## src/rtl/xeng_pkg.sv

```systemverilog
// Shared types and elaboration helpers for the X-engine correction path.
package xeng_pkg;

    typedef enum logic [1:0] {
        ST_IDLE = 2'd0,
        ST_RUN  = 2'd1,
        ST_ERR  = 2'd2
    } state_e;

    // Polarisation products per baseline word: {xx,xy,yx,yy}, xx in the top lane.
    localparam int N_LANES = 4;

    // Baselines per window for an N_ANTS dual-pol array.
    function automatic int n_taps(input int n_ants);
        return n_ants / 2 + 1;
    endfunction

    // Width of the baseline counter, with one spare bit of headroom.
    function automatic int bl_width(input int n_ants);
        return $clog2(n_ants / 2 + 1) + 1;
    endfunction

endpackage

```

## src/rtl/xeng_corr_apply_if.sv

```systemverilog
// Correction / raw-data / corrected-output bundle for xeng_corr_apply.
interface xeng_corr_apply_if #(
    parameter int N_ANTS     = 32,
    parameter int ACC_WIDTH  = 24,
    parameter int CORR_WIDTH = 16
) ();
    localparam int BL_W = xeng_pkg::bl_width(N_ANTS);

    logic                      sync;
    logic                      corr_vld;
    logic [4*CORR_WIDTH-1:0]   corr_re;
    logic [4*CORR_WIDTH-1:0]   corr_im;
    logic                      corr_last_triangle;
    logic                      corr_buf_sel;
    logic                      din_vld;
    logic [4*ACC_WIDTH-1:0]    din_re;
    logic [4*ACC_WIDTH-1:0]    din_im;
    logic                      dout_vld;
    logic [4*(ACC_WIDTH+1)-1:0] dout_re;
    logic [4*(ACC_WIDTH+1)-1:0] dout_im;
    logic [BL_W-1:0]           dout_bl;
    logic                      dout_last_triangle;
    logic                      dout_buf_sel;
    logic                      err_underflow;
    logic                      err_overflow;

    modport master (
        output sync, corr_vld, corr_re, corr_im, corr_last_triangle, corr_buf_sel,
               din_vld, din_re, din_im,
        input  dout_vld, dout_re, dout_im, dout_bl, dout_last_triangle, dout_buf_sel,
               err_underflow, err_overflow
    );

    modport slave (
        input  sync, corr_vld, corr_re, corr_im, corr_last_triangle, corr_buf_sel,
               din_vld, din_re, din_im,
        output dout_vld, dout_re, dout_im, dout_bl, dout_last_triangle, dout_buf_sel,
               err_underflow, err_overflow
    );
endinterface

```

## src/rtl/corr_fifo.sv

```systemverilog
// Small synchronous FIFO holding pending correction sets. A flush empties the
// queue and a same-cycle push then lands in a fresh, empty FIFO.
module corr_fifo #(
    parameter int WIDTH      = 130,
    parameter int DEPTH_BITS = 2
) (
    input  logic             clk,
    input  logic             rst_n,
    input  logic             flush,
    input  logic             push,
    input  logic             pop,
    input  logic [WIDTH-1:0] wr_data,
    output logic [WIDTH-1:0] rd_data,
    output logic             full,
    output logic             empty
);
    localparam int DEPTH = 1 << DEPTH_BITS;
    localparam int CNT_W = DEPTH_BITS + 1;

    logic [WIDTH-1:0]      mem [DEPTH];
    logic [DEPTH_BITS-1:0] wr_ptr_q, wr_ptr_d, rd_ptr_q, rd_ptr_d;
    logic [CNT_W-1:0]      cnt_q, cnt_d;
    logic [DEPTH_BITS-1:0] wr_base, rd_base;
    logic [CNT_W-1:0]      cnt_base;

    assign rd_data = mem[rd_ptr_q];
    assign full    = (cnt_q == CNT_W'(DEPTH));
    assign empty   = (cnt_q == '0);

    // Pointer/count update; flush restarts from zero before applying push/pop.
    always_comb begin
        wr_base  = flush ? '0 : wr_ptr_q;
        rd_base  = flush ? '0 : rd_ptr_q;
        cnt_base = flush ? '0 : cnt_q;
        wr_ptr_d = wr_base + {{(DEPTH_BITS-1){1'b0}}, push};
        rd_ptr_d = rd_base + {{(DEPTH_BITS-1){1'b0}}, pop};
        cnt_d    = cnt_base + {{DEPTH_BITS{1'b0}}, push} - {{DEPTH_BITS{1'b0}}, pop};
    end

    // Pointer and occupancy registers.
    always_ff @(posedge clk or negedge rst_n) begin
        if (!rst_n) begin
            wr_ptr_q <= '0;
            rd_ptr_q <= '0;
            cnt_q    <= '0;
        end else begin
            wr_ptr_q <= wr_ptr_d;
            rd_ptr_q <= rd_ptr_d;
            cnt_q    <= cnt_d;
        end
    end

    // Storage; contents are don't-care until written, so no reset.
    always_ff @(posedge clk) begin
        if (push) mem[wr_base] <= wr_data;
    end

endmodule

```

## src/rtl/xeng_corr_apply.sv

```systemverilog
// Subtracts queued correction sets from raw X-engine accumulator words.
// Two-stage pipeline: pick correction (FIFO head or bypass), then subtract.
module xeng_corr_apply
    import xeng_pkg::*;
#(
    parameter int N_ANTS          = 32,
    parameter int ACC_WIDTH       = 24,
    parameter int CORR_WIDTH      = 16,
    parameter int FIFO_DEPTH_BITS = 2
) (
    input  logic             clk,
    input  logic             rst_n,
    xeng_corr_apply_if.slave bus
);
    localparam int N_TAPS = n_taps(N_ANTS);
    localparam int BL_W   = bl_width(N_ANTS);
    localparam int EW     = ACC_WIDTH + 1;
    localparam int ENT_W  = 2 * N_LANES * CORR_WIDTH + 2;

    typedef logic [N_LANES-1:0][CORR_WIDTH-1:0] corr_vec_t;
    typedef logic [N_LANES-1:0][ACC_WIDTH-1:0]  acc_vec_t;
    typedef logic [N_LANES-1:0][EW-1:0]         out_vec_t;

    // Control state
    state_e          state_q, state_d;
    logic [BL_W-1:0] bl_q, bl_d, bl_base;
    logic            err_u_q, err_u_d, err_o_q, err_o_d;

    // Stage 1: selected correction plus the raw word it pairs with
    logic            s1_vld_q, s1_vld_d;
    acc_vec_t        s1_re_q, s1_re_d, s1_im_q, s1_im_d;
    corr_vec_t       s1_cre_q, s1_cre_d, s1_cim_q, s1_cim_d;
    logic            s1_lt_q, s1_lt_d, s1_bs_q, s1_bs_d;
    logic [BL_W-1:0] s1_bl_q, s1_bl_d;

    // Stage 2: corrected output
    logic            dout_vld_q, dout_vld_d;
    out_vec_t        dout_re_q, dout_re_d, dout_im_q, dout_im_d;
    logic [BL_W-1:0] dout_bl_q, dout_bl_d;
    logic            dout_lt_q, dout_lt_d, dout_bs_q, dout_bs_d;

    // FIFO
    logic [ENT_W-1:0] fifo_wr_data, fifo_rd_data;
    logic             fifo_full, fifo_empty, fifo_push, fifo_pop;
    corr_vec_t        head_re, head_im, in_re, in_im;
    logic             head_lt, head_bs;

    // Handshake decode
    logic active, eff_empty, eff_full, want_push, want_pop;
    logic bypass, underflow, overflow, take;

    assign fifo_wr_data = {bus.corr_re, bus.corr_im, bus.corr_last_triangle, bus.corr_buf_sel};
    assign {head_re, head_im, head_lt, head_bs} = fifo_rd_data;
    assign in_re = bus.corr_re;
    assign in_im = bus.corr_im;

    corr_fifo #(
        .WIDTH      (ENT_W),
        .DEPTH_BITS (FIFO_DEPTH_BITS)
    ) u_fifo (
        .clk     (clk),
        .rst_n   (rst_n),
        .flush   (bus.sync),
        .push    (fifo_push),
        .pop     (fifo_pop),
        .wr_data (fifo_wr_data),
        .rd_data (fifo_rd_data),
        .full    (fifo_full),
        .empty   (fifo_empty)
    );

    // Push/pop arbitration; sync counts as RUN with an already-flushed FIFO.
    always_comb begin
        active    = bus.sync || (state_q == ST_RUN);
        eff_empty = bus.sync || fifo_empty;
        eff_full  = !bus.sync && fifo_full;
        want_pop  = active && bus.din_vld;
        want_push = active && bus.corr_vld;
        bypass    = want_pop && want_push && eff_empty;
        underflow = want_pop && eff_empty && !want_push;
        overflow  = want_push && eff_full && !want_pop;
        fifo_push = want_push && !bypass && !overflow;
        fifo_pop  = want_pop && !eff_empty;
        take      = bypass || fifo_pop;
    end

    // FSM next state, sticky error flags, baseline counter.
    always_comb begin
        state_d = state_q;
        err_u_d = err_u_q || underflow;
        err_o_d = err_o_q || overflow;
        if (active) state_d = (underflow || overflow) ? ST_ERR : ST_RUN;
        bl_base = bus.sync ? '0 : bl_q;
        bl_d    = bl_base;
        if (take) bl_d = (bl_base == BL_W'(N_TAPS - 1)) ? '0 : bl_base + 1'b1;
    end

    // Stage 1 capture: correction from the FIFO head, or straight from the bus on bypass.
    always_comb begin
        s1_vld_d = take;
        s1_re_d  = s1_re_q;
        s1_im_d  = s1_im_q;
        s1_cre_d = s1_cre_q;
        s1_cim_d = s1_cim_q;
        s1_lt_d  = s1_lt_q;
        s1_bs_d  = s1_bs_q;
        s1_bl_d  = s1_bl_q;
        if (take) begin
            s1_re_d  = bus.din_re;
            s1_im_d  = bus.din_im;
            s1_cre_d = bypass ? in_re : head_re;
            s1_cim_d = bypass ? in_im : head_im;
            s1_lt_d  = bypass ? bus.corr_last_triangle : head_lt;
            s1_bs_d  = bypass ? bus.corr_buf_sel : head_bs;
            s1_bl_d  = bl_base;
        end
    end

    // Per-lane widen-and-subtract; the extra bit makes the result exact.
    out_vec_t diff_re, diff_im;
    for (genvar g = 0; g < N_LANES; g++) begin : g_lane
        assign diff_re[g] = {s1_re_q[g][ACC_WIDTH-1], s1_re_q[g]}
                          - {{(EW-CORR_WIDTH){s1_cre_q[g][CORR_WIDTH-1]}}, s1_cre_q[g]};
        assign diff_im[g] = {s1_im_q[g][ACC_WIDTH-1], s1_im_q[g]}
                          - {{(EW-CORR_WIDTH){s1_cim_q[g][CORR_WIDTH-1]}}, s1_cim_q[g]};
    end

    // Stage 2 capture; output data holds between valid words.
    always_comb begin
        dout_vld_d = s1_vld_q;
        dout_re_d  = dout_re_q;
        dout_im_d  = dout_im_q;
        dout_bl_d  = dout_bl_q;
        dout_lt_d  = dout_lt_q;
        dout_bs_d  = dout_bs_q;
        if (s1_vld_q) begin
            dout_re_d = diff_re;
            dout_im_d = diff_im;
            dout_bl_d = s1_bl_q;
            dout_lt_d = s1_lt_q;
            dout_bs_d = s1_bs_q;
        end
    end

    // All state; reset drops anything in flight.
    always_ff @(posedge clk or negedge rst_n) begin
        if (!rst_n) begin
            state_q    <= ST_IDLE;
            bl_q       <= '0;
            err_u_q    <= 1'b0;
            err_o_q    <= 1'b0;
            s1_vld_q   <= 1'b0;
            s1_re_q    <= '0;
            s1_im_q    <= '0;
            s1_cre_q   <= '0;
            s1_cim_q   <= '0;
            s1_lt_q    <= 1'b0;
            s1_bs_q    <= 1'b0;
            s1_bl_q    <= '0;
            dout_vld_q <= 1'b0;
            dout_re_q  <= '0;
            dout_im_q  <= '0;
            dout_bl_q  <= '0;
            dout_lt_q  <= 1'b0;
            dout_bs_q  <= 1'b0;
        end else begin
            state_q    <= state_d;
            bl_q       <= bl_d;
            err_u_q    <= err_u_d;
            err_o_q    <= err_o_d;
            s1_vld_q   <= s1_vld_d;
            s1_re_q    <= s1_re_d;
            s1_im_q    <= s1_im_d;
            s1_cre_q   <= s1_cre_d;
            s1_cim_q   <= s1_cim_d;
            s1_lt_q    <= s1_lt_d;
            s1_bs_q    <= s1_bs_d;
            s1_bl_q    <= s1_bl_d;
            dout_vld_q <= dout_vld_d;
            dout_re_q  <= dout_re_d;
            dout_im_q  <= dout_im_d;
            dout_bl_q  <= dout_bl_d;
            dout_lt_q  <= dout_lt_d;
            dout_bs_q  <= dout_bs_d;
        end
    end

    assign bus.dout_vld           = dout_vld_q;
    assign bus.dout_re            = dout_re_q;
    assign bus.dout_im            = dout_im_q;
    assign bus.dout_bl            = dout_bl_q;
    assign bus.dout_last_triangle = dout_lt_q;
    assign bus.dout_buf_sel       = dout_bs_q;
    assign bus.err_underflow      = err_u_q;
    assign bus.err_overflow       = err_o_q;

endmodule

```

## src/flat_wrapper.sv

```systemverilog
// flat-port wrapper written by rule: the top's interface ports become plain ports
module xeng_corr_apply_flat import xeng_pkg::*;
#(
    parameter int N_ANTS          = 32,
    parameter int ACC_WIDTH       = 24,
    parameter int CORR_WIDTH      = 16,
    parameter int FIFO_DEPTH_BITS = 2
)
  (clk, rst_n, bus_sync, bus_corr_vld, bus_corr_re, bus_corr_im, bus_corr_last_triangle, bus_corr_buf_sel, bus_din_vld, bus_din_re, bus_din_im, bus_dout_vld, bus_dout_re, bus_dout_im, bus_dout_bl, bus_dout_last_triangle, bus_dout_buf_sel, bus_err_underflow, bus_err_overflow);
  xeng_corr_apply_if #(.N_ANTS(N_ANTS), .ACC_WIDTH(ACC_WIDTH), .CORR_WIDTH(CORR_WIDTH)) bus_i ();
  input  logic clk;
  input  logic rst_n;
  input wire logic [$bits(bus_i.sync)-1:0] bus_sync;
  input wire logic [$bits(bus_i.corr_vld)-1:0] bus_corr_vld;
  input wire logic [$bits(bus_i.corr_re)-1:0] bus_corr_re;
  input wire logic [$bits(bus_i.corr_im)-1:0] bus_corr_im;
  input wire logic [$bits(bus_i.corr_last_triangle)-1:0] bus_corr_last_triangle;
  input wire logic [$bits(bus_i.corr_buf_sel)-1:0] bus_corr_buf_sel;
  input wire logic [$bits(bus_i.din_vld)-1:0] bus_din_vld;
  input wire logic [$bits(bus_i.din_re)-1:0] bus_din_re;
  input wire logic [$bits(bus_i.din_im)-1:0] bus_din_im;
  output wire logic [$bits(bus_i.dout_vld)-1:0] bus_dout_vld;
  output wire logic [$bits(bus_i.dout_re)-1:0] bus_dout_re;
  output wire logic [$bits(bus_i.dout_im)-1:0] bus_dout_im;
  output wire logic [$bits(bus_i.dout_bl)-1:0] bus_dout_bl;
  output wire logic [$bits(bus_i.dout_last_triangle)-1:0] bus_dout_last_triangle;
  output wire logic [$bits(bus_i.dout_buf_sel)-1:0] bus_dout_buf_sel;
  output wire logic [$bits(bus_i.err_underflow)-1:0] bus_err_underflow;
  output wire logic [$bits(bus_i.err_overflow)-1:0] bus_err_overflow;
  assign bus_i.sync = bus_sync;
  assign bus_i.corr_vld = bus_corr_vld;
  assign bus_i.corr_re = bus_corr_re;
  assign bus_i.corr_im = bus_corr_im;
  assign bus_i.corr_last_triangle = bus_corr_last_triangle;
  assign bus_i.corr_buf_sel = bus_corr_buf_sel;
  assign bus_i.din_vld = bus_din_vld;
  assign bus_i.din_re = bus_din_re;
  assign bus_i.din_im = bus_din_im;
  assign bus_dout_vld = bus_i.dout_vld;
  assign bus_dout_re = bus_i.dout_re;
  assign bus_dout_im = bus_i.dout_im;
  assign bus_dout_bl = bus_i.dout_bl;
  assign bus_dout_last_triangle = bus_i.dout_last_triangle;
  assign bus_dout_buf_sel = bus_i.dout_buf_sel;
  assign bus_err_underflow = bus_i.err_underflow;
  assign bus_err_overflow = bus_i.err_overflow;
  xeng_corr_apply #(.N_ANTS(N_ANTS), .ACC_WIDTH(ACC_WIDTH), .CORR_WIDTH(CORR_WIDTH), .FIFO_DEPTH_BITS(FIFO_DEPTH_BITS)) u_core (.clk(clk), .rst_n(rst_n), .bus(bus_i));
endmodule
```

## config.mk

```make
export PLATFORM = sky130hd
export DESIGN_NAME = xeng_corr_apply_flat
export DESIGN_NICKNAME = d
export VERILOG_FILES = /design/src/rtl/xeng_pkg.sv /design/src/rtl/xeng_corr_apply_if.sv /design/src/rtl/corr_fifo.sv /design/src/rtl/xeng_corr_apply.sv /design/src/flat_wrapper.sv
export SDC_FILE = /design/constraint.sdc
export NUM_CORES = 2
export LEC_CHECK = 0
export ABC_AREA = 0
export BUFFER_PORTS_ARGS = -buffer_cell sky130_fd_sc_hd__buf_2
export CAP_MARGIN = 10
export CORE_ASPECT_RATIO = 0.6
export CORE_UTILIZATION = 35
export CTS_CLUSTER_SIZE = 16
export DETAILED_ROUTE_END_ITERATION = 8
export SLEW_MARGIN = 15
export SYNTH_ARGS = -nofsm -noshare
export SYNTH_HDL_FRONTEND = slang
export SYNTH_SLANG_ARGS = --single-unit
export TNS_END_PERCENT = 10
```

## constraint.sdc

```tcl
create_clock -name clk -period 22.6 [get_ports clk]
set_clock_uncertainty 0.2 [all_clocks]
set_input_delay 4.52 -clock clk [delete_from_list [all_inputs] [get_ports clk]]
set_output_delay 4.52 -clock clk [all_outputs]
set_load 0.03 [all_outputs]
```

After elaboration in Yosys (flattened, before gate mapping):

Memory sizes are Yosys's and may differ from the RTL's.
Cells that the tools add are included.

* flip-flop bits (word level): 555
* bits in writable memories: 520
* input port bits: 327
* logic and storage cells: 94
* memories: 1

Memory list
* u_core.u_fifo.mem: words 4, width 130, read ports 1, clocked after memory_dff 0, write ports 1, RTL line corr_fifo.sv:20 `logic [WIDTH-1:0] mem [DEPTH];`

* add/subtract/negate cells: 13
* eq/ne operators: 3
* muxes and demuxes: 13
* reductions and logical operators: 25

Operators with widths (number)
* 24-bit by 16-bit subtractor with 25-bit output: 8
* 64-bit two-way mux: 2
* 6-bit two-way mux: 3
* 1-bit logical AND: 12
* 6-bit by 1-bit adder with 6-bit output, second input constant: 1
* 6-bit by 5-bit == test with 1-bit output, second input constant: 1
* 1-bit zero test: 6
* 1-bit logical OR: 6
* 2-bit two-way mux: 3
* 2-bit by 1-bit adder with 2-bit output: 2
* 1-bit two-way mux: 4
* 3-bit by 1-bit adder with 3-bit output: 1
* 3-bit == test, second input constant: 1
* 3-bit zero test: 1
* 3-bit two-way mux: 1
* 3-bit by 1-bit subtractor with 3-bit output: 1
* 2-bit by 1-bit == test with 1-bit output, second input constant: 1

Depth between registers and ports, before layout:

* depth in word-level cells: 10
* mapped depth: 12
* gate-level depth less buffers: 11

Modules after synthesis:

Synthesis repeated with hierarchy kept, for this count alone.

* cells, all modules: 4051
* area total of the unflattened synthesis: 50108.1 um2

Modules (own cells, without submodules)
* xeng_corr_apply: instances 1, cells an instance 3338, area an instance 30978.5 um2, seq. area each 13713.2 um2
* corr_fifo: instances 1, cells an instance 713, area an instance 19129.6 um2, seq. area each 15790.1 um2

Least setup slack after synthesis:

No wires, ideal clock.

* path kind: input to register
* start point: input bus_sync
* end point: memory u_core.u_fifo.mem[0][0], enable pin
* setup time: 0.805 ns
* arrival: 14.882 ns
* required time: 21.595 ns
* setup slack: 6.712 ns
* cell stages on the path: 7
* buffers on the path: 2
* path through: buf_2 -> a21o_1 -> and2_1 -> clkbuf_1 -> nand2_1 -> nand3_1 -> nor3b_1

* word-level cells in the longest chain between the ends: 9

Ends and longest elaborated chain
* start: declaration: RTL line flat_wrapper.sv:13 `input wire logic [$bits(bus_i.sync)-1:0] bus_sync;`
* 1-bit logical OR: RTL line xeng_corr_apply.sv:74 `active = bus.sync || (state_q == ST_RUN);`
* 1-bit logical AND (on tied branches): RTL line xeng_corr_apply.sv:77, xeng_corr_apply.sv:78
* 1-bit logical AND (2 in series): RTL line xeng_corr_apply.sv:79 `bypass = want_pop && want_push && eff_empty;`
* 1-bit zero test: RTL line xeng_corr_apply.sv:82 `fifo_push = want_push && !bypass && !overflow;`
* 1-bit logical AND (2 in series): RTL line xeng_corr_apply.sv:82
* 1-bit two-way mux: RTL line corr_fifo.sv:55 `if (push) mem[wr_base] <= wr_data;`
* 1-bit two-way mux (not written as such): RTL line corr_fifo.sv:55
* end: declaration: RTL line corr_fifo.sv:20

Parallel ways exist; a longest one is shown, timed or not.

Worst setup path in the final report:

* start point: input bus_sync
* end point: memory u_core.u_fifo.mem[3][102], enable pin

Same word-level chain as after synthesis.

==> impl_metrics.yaml <==
global_routing:
  grt_usage_pct: 20.1
  grt_pass1_vias: 34200
  antenna_found_initial: 56
  overflow: 0
  grt_pass1_wl_um: 219000
  grt_max_degree: 159
status:
  status: "finished, final reports clean"
routing:
  vias_per_cell: 5.29
  post-route-drc-count: 0
  dr.pass1.iters: 7
  final_antenna_net_count: 0
  post_drt_wl_per_cell_um: 22.0
  vias: 35000
  drt-initial-drc-count: 2734
  routed_wl_um: 146000
worst_setup_path:
  critical_path_class: "input port to flip-flop"
  arrival_ns: 8.19
  cp-start-kind: "input port"
  cpMaxStageDelayCell: "buf_4"
  max_stage_delay_ns: 0.77
  required_ns: 22.72
  critPathTopFamily: "buffers and inverters"
  crit_buf_inv: 6
  path_max_fanout: 134
  end_kind: "flip-flop"
  cp_cell_sequence: "buf_2 > clkinv_1 > o31ai_4 > buf_12 > nand2_1 > nand3_1 > inv_1 > and3_4 > buf_4 > buf_4"
  path_common_cell: "buf_4"
sta:
  period_minus_slack_ns: 8.07
  slew_viol_final: 0
  rsz0062_at_grt: "false"
  hold_violations: 0
  timing.setup.tns_ns: 0
  max_freq_mhz: 124
  worst_slew_pin_slew_ns: 1.07
  slew_headroom_pct: 28.8
  fin_crit_sh_pct: 35.7
  setup_viol: 0
clock_network:
  post_cts_buffers: 0
  numCtsBuffers: 105
  cts_tree: "done"
  cts-resized-gates: 0
  clk_latency_ns: 0.69
  root_buffer: "clkbuf_16"
  numClockSinks: 1075
  htreeDepth: 3
  path_clk_slew_ns: 0.06
  clock_path_buffers: 3
  hold_buffers: 0
logic_synthesis:
  syn-cell-area_um2: 50000
  ys_types: 84
  ys_async_sr_fraction_pct: 51.6
  ys_seq_elements: 1075
  postSynth.topFlopCell: "dfrtp_1"
  synth_seq_area_share_pct: 59.0
  synth_edf_count: 520
  syn-num-nets: 4654
  syn_avg_cell_area_um2: 12.1
  yosys_warnings: 0
  synth_cells: 4120
power_and_ir_drop:
  p_sw_share_pct: 40.7
  p_seq_share_pct: 33.3
  p_sw_w: 0.00359
  p_per_area_nw_per_um2: 151
  power.internal_w: 0.00524
  leakage_nw: 24.7
  ir_drop_v: 0.0000726
  clockPowerShare_pct: 21.6
  p_comb_share_pct: 45.1
die:
  die_area_um2: 144000
  placement_rows: 106
  fp.coreArea_um2: 140000
  start_util_pct: 35.6
  pin_count: 538
  die_h_um: 295
  die_w_um: 490
place:
  port_buffers: 537
  place_area_um2: 54700
  dp_cells: 6389
  routabilityCongestion: 0.882
  dpl.hpwl_um: 97700
hold_path:
  hold_path_class: "flip-flop to flip-flop"
final_layout:
  utilization_pct: 41.6
  drive_gt1_share_pct: 21.4
  n_fill_cell: 13200
  fin_nets: 5140
  fin_cells: 6619
  syn_to_final_growth_pct: 17.0
  fin_area_um2: 58500
run:
  maxCapViolCount: 0
-- metrics by stage --
step | hold slack, ns | total power (W) | worst slack [ns]
2_1_floorplan | 0.172 | 0.00578 | 6.71
3_3_place_gp | 0.263 | 0.00688 | 13.84
3_5_place_dp | 0.264 | 0.00693 | 13.67
4_1_cts | 0.281 | 0.00888 | 14.48
5_1_grt | 0.302 | 0.00941 | 14.33
6_report | 0.276 | 0.00883 | 14.53
-- worst register-to-register path, stage by stage (launching register included) --
cell     delay (ns)
dfrtp_1        0.45
o31ai_4        0.10
buf_12         0.27
nand2_1        0.32
nand3_1        0.26
inv_1          0.16
and3_4         0.59
buf_4          0.73
buf_4          0.78
-- cells in the mapped netlist, types with 8 or more instances --
cell	instances	area [um2]
nand2_1	756	2840
dfrtp_1	555	13900
edfxtp_1	520	15600
inv_1	223	837
ha_1	198	2480
a21oi_1	161	806
o21ai_0	145	726
clkbuf_1	137	514
o22ai_1	132	826
mux4_2	130	2930
a22oi_1	123	923
nor2_1	119	447
mux2_2	93	1050
xnor2_1	69	604
a21o_1	64	480
nor3_1	62	310
o21a_1	61	458
nor2b_1	43	269
o31ai_1	41	308
buf_2	39	195
nand3_1	39	195
xor2_1	33	289
nand4_1	27	169
nand2b_1	24	150
o21bai_1	20	150
a211oi_1	19	143
a31oi_1	19	119
o211ai_1	18	135
and3_1	16	100
or3_1	15	93.8
o311ai_0	14	123
buf_1	13	48.8
o2111ai_1	13	114
nor3b_1	12	90.1
a21boi_0	11	82.6
and2_1	11	68.8
o21ai_1	10	50.1
fa_1	9	180
a211o_1	8	70.1
nand3b_1	8	60.1
-- placed cells by master (no fill, tap or decap), drive strengths merged, types with 12 or more instances in the layout --
cell	synthesis	routed
nand2	756	756
buf	52	569
dfrtp	555	555
edfxtp	520	520
inv	224	232
ha	198	198
a21oi	164	164
o21ai	157	157
clkbuf	138	145
o22ai	132	132
mux4	130	130
a22oi	123	123
nor2	119	119
mux2	93	93
xnor2	69	69
a21o	64	64
nor3	62	62
o21a	61	61
nor2b	43	43
o31ai	41	41
nand3	39	39
xor2	33	33
diode	0	31
clkinv	1	28
nand4	27	27
nand2b	24	24
a211oi	23	23
o21bai	20	20
a31oi	19	19
o211ai	18	18
and3	16	16
o311ai	16	16
or3	15	15
bufinv	0	15
a21boi	15	15
o2111ai	13	13
nor3b	12	12
a2111oi	12	12
-- power by group through the flow --
stage	clock network (W)	registers, W	logic, W
detailed placement	0	0.00297	0.00397
CTS	0.00195	0.00294	0.00399
global placement	0	0.00296	0.00392
global route	0.00202	0.00299	0.00439
finish	0.00191	0.00294	0.00399
floorplan	0	0.00322	0.00256
-- cells by family after synthesis --
logic type                 after synthesis  synth area share [%]
AOI/OAI and AO/OA                      934                  12.6
muxes                                  229                  8.07
buffers and inverters                  415                  3.22
xor gates and xnor gates               102                  1.79
DFF                                   1075                  59.0
and+or+nand+nor                       1158                  9.98
adders and majority gates              207                  5.32
-- layout make-up --
class	instances	area, um2	area share [%]
Clock buffer	145	3040	5.20
Multi-Input combinational cell	2630	18900	32.4
Timing Repair Buffer	569	3000	5.13
Antenna cell	31	77.6	0.133
Tap cell	1890	2360	4.04
Clock inverter	54	691	1.18
Inverter	225	860	1.47
Sequential cell	1075	29500	50.5
-- sequential cells by signal, indices dropped and copies added (netlist names), 2 cells and up --
| name | flops |
|---|---|
| u_core.s1_re_q | 96 |
| u_core.u_fifo.mem | 520 |
| u_core.u_fifo.rd_ptr_q | 2 |
| u_core.s1_cim_q | 64 |
| u_core.bl_q | 6 |
| u_core.s1_cre_q | 64 |
| u_core.bus.dout_re | 100 |
| u_core.u_fifo.cnt_q | 3 |
| u_core.u_fifo.wr_ptr_q | 2 |
| u_core.s1_im_q | 96 |
| u_core.bus.dout_bl | 6 |
| u_core.s1_bl_q | 6 |
| u_core.bus.dout_im | 100 |
| u_core.state_q | 2 |
-- per-layer routing --
| layer | wire length, um | share of wire (%) | GRT usage, % |
|---|---|---|---|
| met1 | 69100 | 47 | 29.6 |
| met2 | 63200 | 43 | 29.5 |
| met3 | 9830 | 6.7 | 4.63 |
| met4 | 3170 | 2.2 | 5.14 |
| met5 | 266 | 0.18 | 0 |
-- worst paths after layout --
kind	start	endpoint	slack (ns)	cells past startpoint
min reg2reg	u_core.bus.dout_re[0]$_DFFE_PN0P_	u_core.bus.dout_re[0]$_DFFE_PN0P_	0.28	2
min	u_core.bus.dout_re[0]$_DFFE_PN0P_	u_core.bus.dout_re[0]$_DFFE_PN0P_	0.28	2
max in group asynchronous	rst_n	u_core.s1_im_q[65]$_DFFE_PN0N_	15.56	4
min in group asynchronous	rst_n	u_core.s1_re_q[67]$_DFFE_PN0N_	3.63	1
max reg2reg	u_core.u_fifo.cnt_q[1]$_DFF_PN0_	u_core.u_fifo.mem[3][102]$_DFFE_PP_	18.31	8
max	bus_sync	u_core.u_fifo.mem[3][102]$_DFFE_PP_	14.53	10
Power figures use the tool's default switching activity.
